`src/rtl/puzzle_pkg.sv`:
```
// puzzle_pkg
// Shared definitions for the puzzle board register file and the search
// engine that sits on its ports.
//   W, AW                 : board word width and register address width
//   N_BOARDS              : solved-board table entries, addresses 0..N_BOARDS-1
//   Q_ADDR, A_ADDR        : question slot and answer slot addresses
//   board_t               : one board word
//   state_t               : search engine FSM states
//   ANS_VALID_BIT/IDX_MSB : field layout of the answer word
package puzzle_pkg;

  localparam int W        = 45;
  localparam int AW       = 6;
  localparam int N_BOARDS = 60;
  localparam int Q_ADDR   = 60;
  localparam int A_ADDR   = 61;

  typedef logic [W-1:0] board_t;

  typedef enum logic [2:0] {
    S_IDLE,
    S_LOAD,
    S_SCAN,
    S_WRITE,
    S_DONE
  } state_t;

  // Answer word: {zeros, valid, index}
  localparam int ANS_VALID_BIT = AW;
  localparam int ANS_IDX_MSB   = AW - 1;

endpackage

```
`src/rtl/pair_match.sv`:
```
// pair_match
// Combinational two-way board compare. Port A holds the even table entry and
// port B the odd one, so giving port A priority makes the lowest index win.
//   question : board being searched for
//   outa     : table entry at index base
//   outb     : table entry at index base+1
//   base     : even table index of this pair
//   hit      : either entry matches the question on all W bits
//   hit_idx  : index of the matching entry (valid when hit)
module pair_match #(
  parameter int W  = 45,
  parameter int AW = 6
) (
  input  logic [W-1:0]  question,
  input  logic [W-1:0]  outa,
  input  logic [W-1:0]  outb,
  input  logic [AW-1:0] base,
  output logic          hit,
  output logic [AW-1:0] hit_idx
);

  logic match_a;
  logic match_b;

  assign match_a = (outa == question);
  assign match_b = (outb == question);

  // base is always even, so base+1 only sets bit 0
  always_comb begin
    hit     = match_a | match_b;
    hit_idx = base;
    if (!match_a && match_b) begin
      hit_idx = {base[AW-1:1], 1'b1};
    end
  end

endmodule

```
`src/rtl/board_search.sv`:
```
// board_search
// Search engine on the read/write ports of the puzzle board register file.
// On start it loads the question board, scans the solved-board table two
// entries per cycle, writes the result word into the answer slot and pulses
// done. Read data is consumed combinationally in the cycle its address is
// driven.
//   clk, rst   : clock, asynchronous active-high reset
//   start      : begin a search (only accepted in IDLE)
//   src0, src1 : read addresses for ports A and B
//   outa, outb : read data for ports A and B
//   dst, we    : write address and enable
//   data       : write data ({zeros, found, index} or 0 on no match)
//   busy       : engine is not idle
//   done       : one-cycle completion pulse
//   found      : last search matched
//   index      : matched table index (valid when found)
module board_search #(
  parameter int W        = puzzle_pkg::W,
  parameter int AW       = puzzle_pkg::AW,
  parameter int N_BOARDS = puzzle_pkg::N_BOARDS,
  parameter int Q_ADDR   = puzzle_pkg::Q_ADDR,
  parameter int A_ADDR   = puzzle_pkg::A_ADDR
) (
  input  logic          clk,
  input  logic          rst,
  input  logic          start,
  output logic [AW-1:0] src0,
  output logic [AW-1:0] src1,
  input  logic [W-1:0]  outa,
  input  logic [W-1:0]  outb,
  output logic [AW-1:0] dst,
  output logic          we,
  output logic [W-1:0]  data,
  output logic          busy,
  output logic          done,
  output logic          found,
  output logic [AW-1:0] index
);

  import puzzle_pkg::*;

  localparam logic [AW-1:0] Q_SLOT = AW'(Q_ADDR);
  localparam logic [AW-1:0] A_SLOT = AW'(A_ADDR);
  // Pair counter only needs to reach N_BOARDS/2-1; the address is {k, odd}
  localparam logic [AW-2:0] K_LAST = (AW-1)'(N_BOARDS / 2 - 1);

  state_t          state;
  state_t          state_next;
  logic [AW-2:0]   k;
  logic [W-1:0]    question;
  logic [AW-1:0]   pair_base;
  logic            hit;
  logic [AW-1:0]   hit_idx;

  assign pair_base = {k, 1'b0};

  pair_match #(
    .W  (W),
    .AW (AW)
  ) u_pair_match (
    .question (question),
    .outa     (outa),
    .outb     (outb),
    .base     (pair_base),
    .hit      (hit),
    .hit_idx  (hit_idx)
  );

  always_ff @(posedge clk or posedge rst) begin
    if (rst) begin
      state <= S_IDLE;
    end else begin
      state <= state_next;
    end
  end

  // Pair counter, question register and result flags. found/index are only
  // touched when a start is accepted or a match is seen, so they hold until
  // the next accepted start.
  always_ff @(posedge clk or posedge rst) begin
    if (rst) begin
      k        <= '0;
      question <= '0;
      found    <= 1'b0;
      index    <= '0;
    end else begin
      case (state)
        S_IDLE: begin
          if (start) begin
            k     <= '0;
            found <= 1'b0;
            index <= '0;
          end
        end
        S_LOAD: begin
          question <= outa;
        end
        S_SCAN: begin
          if (hit) begin
            found <= 1'b1;
            index <= hit_idx;
          end else if (k != K_LAST) begin
            k <= k + 1'b1;
          end
        end
        default: begin
        end
      endcase
    end
  end

  // Next state and all port drive. Every output defaults to 0 so that reset
  // (which forces IDLE) leaves the register-file ports quiet immediately.
  always_comb begin
    state_next = state;
    src0       = '0;
    src1       = '0;
    dst        = '0;
    we         = 1'b0;
    data       = '0;
    busy       = (state != S_IDLE);
    done       = 1'b0;
    case (state)
      S_IDLE: begin
        if (start) begin
          state_next = S_LOAD;
        end
      end
      S_LOAD: begin
        src0       = Q_SLOT;
        state_next = S_SCAN;
      end
      S_SCAN: begin
        src0 = {k, 1'b0};
        src1 = {k, 1'b1};
        if (hit || (k == K_LAST)) begin
          state_next = S_WRITE;
        end
      end
      S_WRITE: begin
        we  = 1'b1;
        dst = A_SLOT;
        if (found) begin
          data[ANS_VALID_BIT]   = 1'b1;
          data[ANS_IDX_MSB:0]   = index;
        end
        state_next = S_DONE;
      end
      S_DONE: begin
        done       = 1'b1;
        state_next = S_IDLE;
      end
      default: begin
        state_next = S_IDLE;
      end
    endcase
  end

endmodule

```
`config.mk`:
```
export PLATFORM = sky130hd
export DESIGN_NAME = board_search
export DESIGN_NICKNAME = d
export VERILOG_FILES = /design/src/rtl/puzzle_pkg.sv /design/src/rtl/pair_match.sv /design/src/rtl/board_search.sv
export SDC_FILE = /design/constraint.sdc
export NUM_CORES = 1
export LEC_CHECK = 0
export BUFFER_PORTS_ARGS = -buffer_cell sky130_fd_sc_hd__buf_2
export CAP_MARGIN = 15
export CORE_ASPECT_RATIO = 0.75
export CORE_UTILIZATION = 25
export DETAILED_ROUTE_END_ITERATION = 10
export PLACE_DENSITY = 0.55
export SLEW_MARGIN = 10
export SYNTH_ARGS = -nofsm -noshare
export SYNTH_HDL_FRONTEND = slang
export SYNTH_HIERARCHICAL = 1
export SYNTH_SLANG_ARGS = --single-unit
```
`constraint.sdc`:
```
create_clock -name clk -period 2 [get_ports clk]
set_input_delay 0.1 -clock clk [delete_from_list [all_inputs] [get_ports clk]]
set_output_delay 0.1 -clock clk [all_outputs]
set_load 0.01 [all_outputs]
```
==> metrics.md, run 1 <==
| Metric | Value |
|---|---|
| Layout cells sized above 1 | 0.4806 |
| Top-area cell type share of the netlist area | 0.3876 |
| Synth Register Bits | 60 |
| Failing checks | setup timing |
| Remaining global-route overflow | 0 |
| DRT Pass-1 Iters | 4 |
| Period Utilization, post-route | 1.096 |
| Req. time, crit path | between 2 and 2.5 ns |
| Area contributors post-synth | dfrtp_1 (39%), xnor2_1 (20%), mux2_2 (13%) |
| Final setup vio count | 12 |
| Largest area contributor in the netlist | dfrtp_1 |
| Register-to-Register Path Depth | 8 |
| Worst r2r dst | index[0]$_DFFE_PP0P_ |
| Slew Limit Fails | 0 |
| Layout area overhead | 32.36% |
| WP data arrival | 2.41 ns |
| Initial antenna violation count | 2 |
| Pwr Density | 1369 nW/um^2 |
| Hold Crit Class | input pin to flop |
| Unrepaired setup endpoints after global routing | yes |
| Drt total wl | 10440 um |
| Post-Synthesis Cells | 349 |
| Worst-Skew Late Latency | approximately 0.33 ns |
| First-pass GRT wire length | ~16000 um |
| Reg2reg setup slack | -0.19 ns |
| DP Area | 4624 um^2 |
| Crit Reg-Reg Startpoint | question[24]$_DFFE_PP0N_ |
| GRT Util Overall | 0.1356 |
| Yosys warns | 6 |
| Worst setup path class | flop to flop |
| Final Total Pwr | 0.007020 W |
| Vias in the first global route | 2881 |
| Buffers on Ports | between 100 and 150 |
| Logic pwr share | 0.431 |
| Final Hold Viols | 0 |
| CP endpoint kind | flop |
| CP startpoint kind | flop |
| Max_cap viols | 0 |
| Post-layout nets | 579 |
| Sink Count | 60 |
| Switching share of power | 0.3521 |
| TritonCTS clock tree | yes |
| Die area | 16000 um^2 |
| Clock transition at path regs | 0.05 ns |
| WHS Path Cells | 2 |
| Status | complete, but fails checks |
| DR vias/cell | between 4 and 5 |
| Cell area after layout | 5127 um^2 |
| Post-synthesis cell type count | 32 |
| Worst Slack Setup Final | -0.1928 ns |
| Clock skew | about 0.0055 ns |
| Gpl congestion | 0.7790 |
| Vias | roughly 2900 |
| Sequential Power Share | 0.343 |
| Worst Hold Launch | outa[37] |
| VDD IR-drop max | 0.0004472 V |
| Clock power share | 0.226 |
| Die width | 145.7 um |
| Setup TNS | -2.005 ns |
| FFs w/ async S/R, synth | 1.000 |
| Top_reg_cell synth | dfrtp_1 |
| Average size of a mapped cell | 11.10 um^2 |
| FMAX | 456.0 MHz |
| CP max stage cell | dfrtp_1 |
| Net switching power | 0.002472 W |
| Core area | 15180 um^2 |
| Leakage power | about 2.4 nW |
| Clk Tree Root Cell | clkbuf_16 |
| Commonest cells post-synth | xnor2_1 (90), dfrtp_1 (60), buf_4 (54) |
| DR iter-0 viols | 57 |
| CTS Buffer Depth | 2 |
| Synthesized cell area | between 3000 and 4000 um^2 |
| # DRC | 0 |
| TritonCTS Buffers | 9 |
| DR WL/cell | 15.00 um |
| Cell row count | 39 |
| WHS Endpoint | question[37]$_DFFE_PP0N_ |
| Largest net degree at the start of global routing | 30 |
| Number of synthesized flops with an enable pin | 0 |
| CTS H-tree depth | 3 |
| Sequential area share after synthesis | 0.3876 |
| Worst-path cell chain | xnor2_2 > nand4_1 > nor4_2 > nand3_2 > nand2_4 > mux2i_1 > or3_4 > a22o_1 |
| Detail Route Antenna Nets | 0 |
| Most frequent cell after synthesis | xnor2_1 |
| Detailed Place HPWL | 8326 um |
| Fin crit period | 2.193 ns |
| I/O pin total | 166 |
| Initial Util | 0.2553 |
| Int Power | approximately 0.0045 W |
| Max Fanout on Critical Path | 6 |
| Crit-path max cell delay | 0.45 ns |
| Die H | 109.8 um |
how the worst max path moves through the flow:
stage                             startpoint              endpoint  slack (ns)  depth (start not counted)
finish              question[24]$_DFFE_PP0N_  index[0]$_DFFE_PP0P_       -0.19                          8
global route        question[24]$_DFFE_PP0N_  index[2]$_DFFE_PP0P_       -0.31                          8
CTS                 question[43]$_DFFE_PP0N_  index[2]$_DFFE_PP0P_       -0.18                          8
detailed placement   question[9]$_DFFE_PP0N_  index[2]$_DFFE_PP0P_       -0.39                          8
global placement     question[9]$_DFFE_PP0N_  index[1]$_DFFE_PP0P_       -0.34                          8
floorplan           question[32]$_DFFE_PP0N_  index[0]$_DFFE_PP0P_        0.01                          9
flip-flops by register name, summed over array words and instances, names as in the netlist:
| register | count |
|---|---|
| question | 45 |
| index | 6 |
| k | 5 |
| state | 3 |
| found | 1 |
layout by cell type (no fill, tap or decap), types with 3 or more instances in the layout:
master       n
a22o_1      10
and2_1       9
and3_1       6
buf_2      125
buf_4       17
clkbuf_16    9
conb_1      41
dfrtp_1     60
inv_1        3
mux2_1       3
mux2_2      44
nand2_1      3
nand3_1      4
nand4_1     20
nor2_1       3
nor4_2       4
or2_2        5
xnor2_1     77
xnor2_2     13
logic make-up after synthesis:
logic type                 synth area share
DFF                                  0.3876
and+or+nand+nor                      0.1079
other                             0.0009681
muxes                                0.1447
buffers and inverters                0.1153
xor gates and xnor gates             0.2035
AOI/OAI and AO/OA                   0.03359
adders and majority gates          0.006459
critical path: cells and delay by family (launching register included):
kind	cells	cell delay [ns]
multiplexers	1	0.07
AND/OR/NAND/NOR	5	1.13
XOR/XNOR	1	0.22
flip-flops	1	0.45
AO/OA/AOI/OAI	1	0.21
repair_timing:
item / in CTS / in global routing
hold buffers: 1 / 0
buffers inserted: 3 / 0
gates resized for setup: 14 / 10
pin swaps: 14 / 16
endpoints found under the hold margin: 20 / 0
setup endpoints to repair: 13 / 13
through the flow:
step,cells,hold slack [ns],worst slack [ns],util
floorplan,389,0.2347,0.01284,-
global placement,674,0.1519,-0.3355,0.3047
detailed placement,674,0.1509,-0.3864,0.3047
CTS,694,0.004960,-0.1777,0.3329
global route,694,0.02366,-0.3078,0.3375
finish,696,0.01832,-0.1928,0.3379
cell type report:
type	count	area (um^2)
well taps	205	256.5
fillers	1574	10050
flip-flops and latches	60	1501
multi-input cells	265	2262
repair buffers	144	783.3
diodes	2	5.005
clock inverters	4	47.55
inverters	4	15.01
clock buffers	12	256.5
layer usage:
metal	GRT usage	vias up	share of wire
met1	0.1749	1380	0.47
met2	0.2180	106	0.45
met5	0	-	0
li1	-	1386	-
met3	0.04191	10	0.065
met4	0.04060	0	0.0094
power groups by stage:
stage	Sequential, W	Combinational, W	Clock [W]
floorplan	0.00224	0.00226	0
global route	0.00251	0.00329	0.00169
global placement	0.00235	0.00286	0
finish	0.00241	0.00303	0.00158
CTS	0.00239	0.00298	0.00163
detailed placement	0.00239	0.00289	0
Power figures use the tool's default switching activity.
==> run 2: changes to the inputs <==
--- a/config.mk
+++ b/config.mk
@@ -7,4 +7,7 @@
 export LEC_CHECK = 0
+export ABC_AREA = 1
 export BUFFER_PORTS_ARGS = -buffer_cell sky130_fd_sc_hd__buf_2
 export CAP_MARGIN = 15
+export CELL_PAD_IN_SITES_DETAIL_PLACEMENT = 1
+export CELL_PAD_IN_SITES_GLOBAL_PLACEMENT = 1
 export CORE_ASPECT_RATIO = 0.75
@@ -12,3 +15,3 @@
 export DETAILED_ROUTE_END_ITERATION = 10
-export PLACE_DENSITY = 0.55
+export PLACE_DENSITY = 0.7
 export SLEW_MARGIN = 10
==> constraint.sdc (replaced) <==
create_clock -name clk -period 2 [get_ports clk]
set_input_delay 0.6 -clock clk [delete_from_list [all_inputs] [get_ports clk]]
set_output_delay 0.6 -clock clk [all_outputs]
set_load 0.01 [all_outputs]
==> run 2 against run 1 <==
Against the previous run:
- the flow now finishes without violations
- register-to-register slack gained 0.30 ns
- sequential power shrank 3%
- combinational power grew 5%
- clock power shrank 4%
- via count grew 28%
==> metrics.md, run 2 <==
| Metric | Value |
|---|---|
| Yosys warns | 6 (unchanged) |
| Number of synthesized flops with an enable pin | 0 (unchanged) |
| Crit-path max cell delay | 0.45 ns (about the same) |
| Fin crit period | 1.977 ns (was 2.193 ns) |
| Hold Crit Class | input pin to asynchronous set/reset pin (was input pin to flop) |
| Max_cap viols | 0 (unchanged) |
| Net switching power | 0.002937 W (was 0.002472 W) |
| Clock power share | 0.216 (was 0.226) |
| Biggest register | question (unchanged) |
| Buffers on Ports | 125 (unchanged) |
| Unrepaired setup endpoints after global routing | yes (unchanged) |
| Detailed Place HPWL | 9869 um (was 8326 um) |
| Area contributors post-synth | dfrtp_1 (35%), xnor2_1 (13%), nand2_1 (12%) (was dfrtp_1 (39%), xnor2_1 (20%), mux2_2 (13%)) |
| Worst-Skew Late Latency | 0.33 ns (about the same) |
| Worst-path cell chain | nor3_4 > nand2_2 > nor2_1 > buf_2 (was xnor2_2 > nand4_1 > nor4_2 > nand3_2 > nand2_4 > mux2i_1 > or3_4 > a22o_1) |
| Sequential area share after synthesis | 0.3489 (was 0.3876) |
| # DRC | 0 (unchanged) |
| Detail Route Antenna Nets | 0 (unchanged) |
| Post-synthesis cell type count | 31 (was 32) |
| First-pass GRT wire length | 19290 um (was 15880 um) |
| DP Worst Slack | -0.4564 ns (was -0.3864 ns) |
| Synth Register Bits | 60 (unchanged) |
| DR vias/cell | 3.999 (was 4.141) |
| Setup TNS | 0 ns (was -2.005 ns) |
| Die width | 153.5 um (was 145.7 um) |
| Sequential Power Share | 0.331 (was 0.343) |
| Top_reg_cell synth | dfrtp_1 (unchanged) |
| Most common cell after layout, fill and taps aside | nand2_1 (was buf_2) |
| Leakage power | 2.811 nW (was 2.365 nW) |
| Status | completed (was complete, but fails checks) |
| Die area | 17750 um^2 (was 16000 um^2) |
| Slew Limit Fails | 0 (unchanged) |
| Commonest cells post-synth | nand2_1 (135), inv_1 (84), xnor2_1 (64) (was xnor2_1 (90), dfrtp_1 (60), buf_4 (54)) |
| CP max stage cell | dfrtp_2 (was dfrtp_1) |
| Die H | 115.6 um (was 109.8 um) |
| Average size of a mapped cell | 7.549 um^2 (was 11.10 um^2) |
| Clk Tree Root Cell | clkbuf_16 (unchanged) |
| Inserted Diodes | 0 (was 2) |
| Buffers and inverters on the worst path | 1 (was 0) |
| GRT Util Overall | 0.1435 (was 0.1356) |
| CTS Buffer Depth | 2 (unchanged) |
| Core area | 16830 um^2 (was 15180 um^2) |
| Final Hold Viols | 0 (unchanged) |
| Layout cells sized above 1 | 0.2817 (was 0.4806) |
| CTS H-tree depth | 3 (unchanged) |
| Synthesized cell area | 4303 um^2 (was 3874 um^2) |
| VDD IR-drop max | 0.0004375 V (was 0.0004472 V) |
| Switching share of power | 0.4187 (was 0.3521) |
| Commonest non-fill, non-tap cells in the layout | nand2_1 (134), buf_2 (125), inv_1 (83) (was buf_2 (125), xnor2_1 (77), dfrtp_1 (60)) |
| Int Power | 0.004078 W (was 0.004548 W) |
| Cell row count | 41 (was 39) |
| Worst setup path class | flop to output port (was flop to flop) |
| CP endpoint kind | output port (was flop) |
| Final setup vio count | 0 (was 12) |
| Sink Count | 60 (unchanged) |
| Most frequent cell after synthesis | nand2_1 (was xnor2_1) |
| Vias | 3699 (was 2882) |
| Largest net degree at the start of global routing | 92 (was 30) |
| Pwr Density | 1304 nW/um^2 (was 1369 nW/um^2) |
| DRT Pass-1 Iters | 6 (was 4) |
| Largest area contributor in the netlist | dfrtp_1 (unchanged) |
| Max Fanout on Critical Path | 7 (was 6) |
| TritonCTS clock tree | yes (unchanged) |
| DR iter-0 viols | 150 (was 57) |
| Vias in the first global route | 3574 (was 2881) |
| Worst Slack Setup Final | 0.02332 ns (was -0.1928 ns) |
| Post-layout nets | 800 (was 579) |
| Hold_buf cts | 0 (was 1) |
| FFs w/ async S/R, synth | 1.000 (unchanged) |
| Layout area overhead | 25.01% (was 32.36%) |
| Max reg flops | 45 (unchanged) |
| Logic pwr share | 0.452 (was 0.431) |
| DR WL/cell | 13.44 um (was 15.00 um) |
| Post-Synthesis Cells | 570 (was 349) |
| Initial Util | 0.2557 (was 0.2553) |
| I/O pin total | 166 (unchanged) |
| CP startpoint kind | flop (unchanged) |
| Clock transition at path regs | 0.05 ns (about the same) |
| Biggest regs | question: 45 flops, index: 6 flops, k: 5 flops (unchanged) |
| Remaining global-route overflow | 0 (unchanged) |
| Clock skew | 0.007542 ns (was 0.005526 ns) |
| FMAX | 505.9 MHz (was 456.0 MHz) |
| Gpl congestion | 0.7876 (was 0.7790) |
| Initial antenna violation count | 2 (unchanged) |
| TritonCTS Buffers | 9 (unchanged) |
| Top-area cell type share of the netlist area | 0.3489 (was 0.3876) |
| Drt total wl | 12430 um (was 10440 um) |
| Final Total Pwr | 0.007014 W (was 0.007020 W) |
| WP data arrival | 1.38 ns (was 2.41 ns) |
| Period Utilization, post-route | 0.9883 (was 1.096) |
| Fill cell count | 2104 (was 1574) |
| Top delay family on crit path | simple AND/OR/NAND/NOR gates (unchanged) |
| Req. time, crit path | 1.40 ns (was 2.22 ns) |
==> run 2: cell families (layout without fill, tap and decap cells) <==
kind of cell,count (synthesis),after routing,synth area share
XOR/XNOR,78,78,0.1588
adder cells (fa/ha/maj),2,2,0.005815
other,1,41,0.0008715
flip-flops,60,60,0.3489
AND/OR/NAND/NOR,221,221,0.2131
AO/OA/AOI/OAI,60,60,0.07967
buffers and inverters,148,248,0.1928
==> run 2: worst min-delay path, stage by stage <==
cell and delay, ns:
buf_2 0.11, clkinvlp_4 0.08, buf_12 0.23
==> run 2: what timing repair did <==
item,in CTS,in global routing
resized for setup,9,16
pin swaps,2,6
setup endpoints to repair,33,23
cloned,0,0
setup buffers,4,5
==> run 2: final cells by class <==
cell class	instances	area [um^2]	area share
multi-input cells	402	2186	0.4064
inverters	87	330.3	0.06141
clock inverters	5	52.55	0.009770
flip-flops and latches	60	1508	0.2803
well taps	215	269.0	0.05001
repair buffers	145	800.8	0.1489
clock buffers	11	232.7	0.04327
==> run 2: final timing paths <==
path / slack, ns / cells past startpoint / end / from
max in group asynchronous: 1.37 / 3 / question[35]$_DFFE_PP0N_ / rst
setup reg to reg: 0.11 / 12 / k[0]$_DFFE_PP0P_ / question[44]$_DFFE_PP0N_
hold / removal: 0.33 / 3 / index[2]$_DFFE_PP0P_ / rst
hold reg to reg: 0.54 / 1 / state[2]$_DFFE_PP0P_ / state[2]$_DFFE_PP0P_
min in group clk: 0.54 / 1 / state[2]$_DFFE_PP0P_ / state[2]$_DFFE_PP0P_
setup / recovery: 0.02 / 4 / data[2] / state[2]$_DFFE_PP0P_
==> run 2: power groups by stage <==
| stage | logic (W) | clock network (W) | registers (W) |
|---|---|---|---|
| floorplan | 0.00244 | 0 | 0.00219 |
| detailed placement | 0.00296 | 0 | 0.00237 |
| global placement | 0.00288 | 0 | 0.00235 |
| finish | 0.00317 | 0.00152 | 0.00233 |
| global route | 0.00359 | 0.00162 | 0.00241 |
| CTS | 0.00307 | 0.00157 | 0.00234 |
==> run 2: per-layer routing <==
layer / up-vias / GRT usage / part of all wire
li1: 1894 / - / -
met5: - / 0 / 0
met3: 7 / 0.03740 / 0.048
met4: 0 / 0.03200 / 0.0066
met1: 1716 / 0.2028 / 0.50
met2: 82 / 0.2188 / 0.44
==> run 2: through the flow <==
step           hold WS, ns  cells  utilization  cell area [um^2]
5_1_grt             0.3405    925       0.3197              5379
6_report            0.3280    925       0.3197              5379
3_5_place_dp        0.5391    900       0.2945              4956
4_1_cts             0.3388    920       0.3141              5285
3_3_place_gp        0.5326    900       0.2945              4956
2_1_floorplan       0.4912    610            -              4457
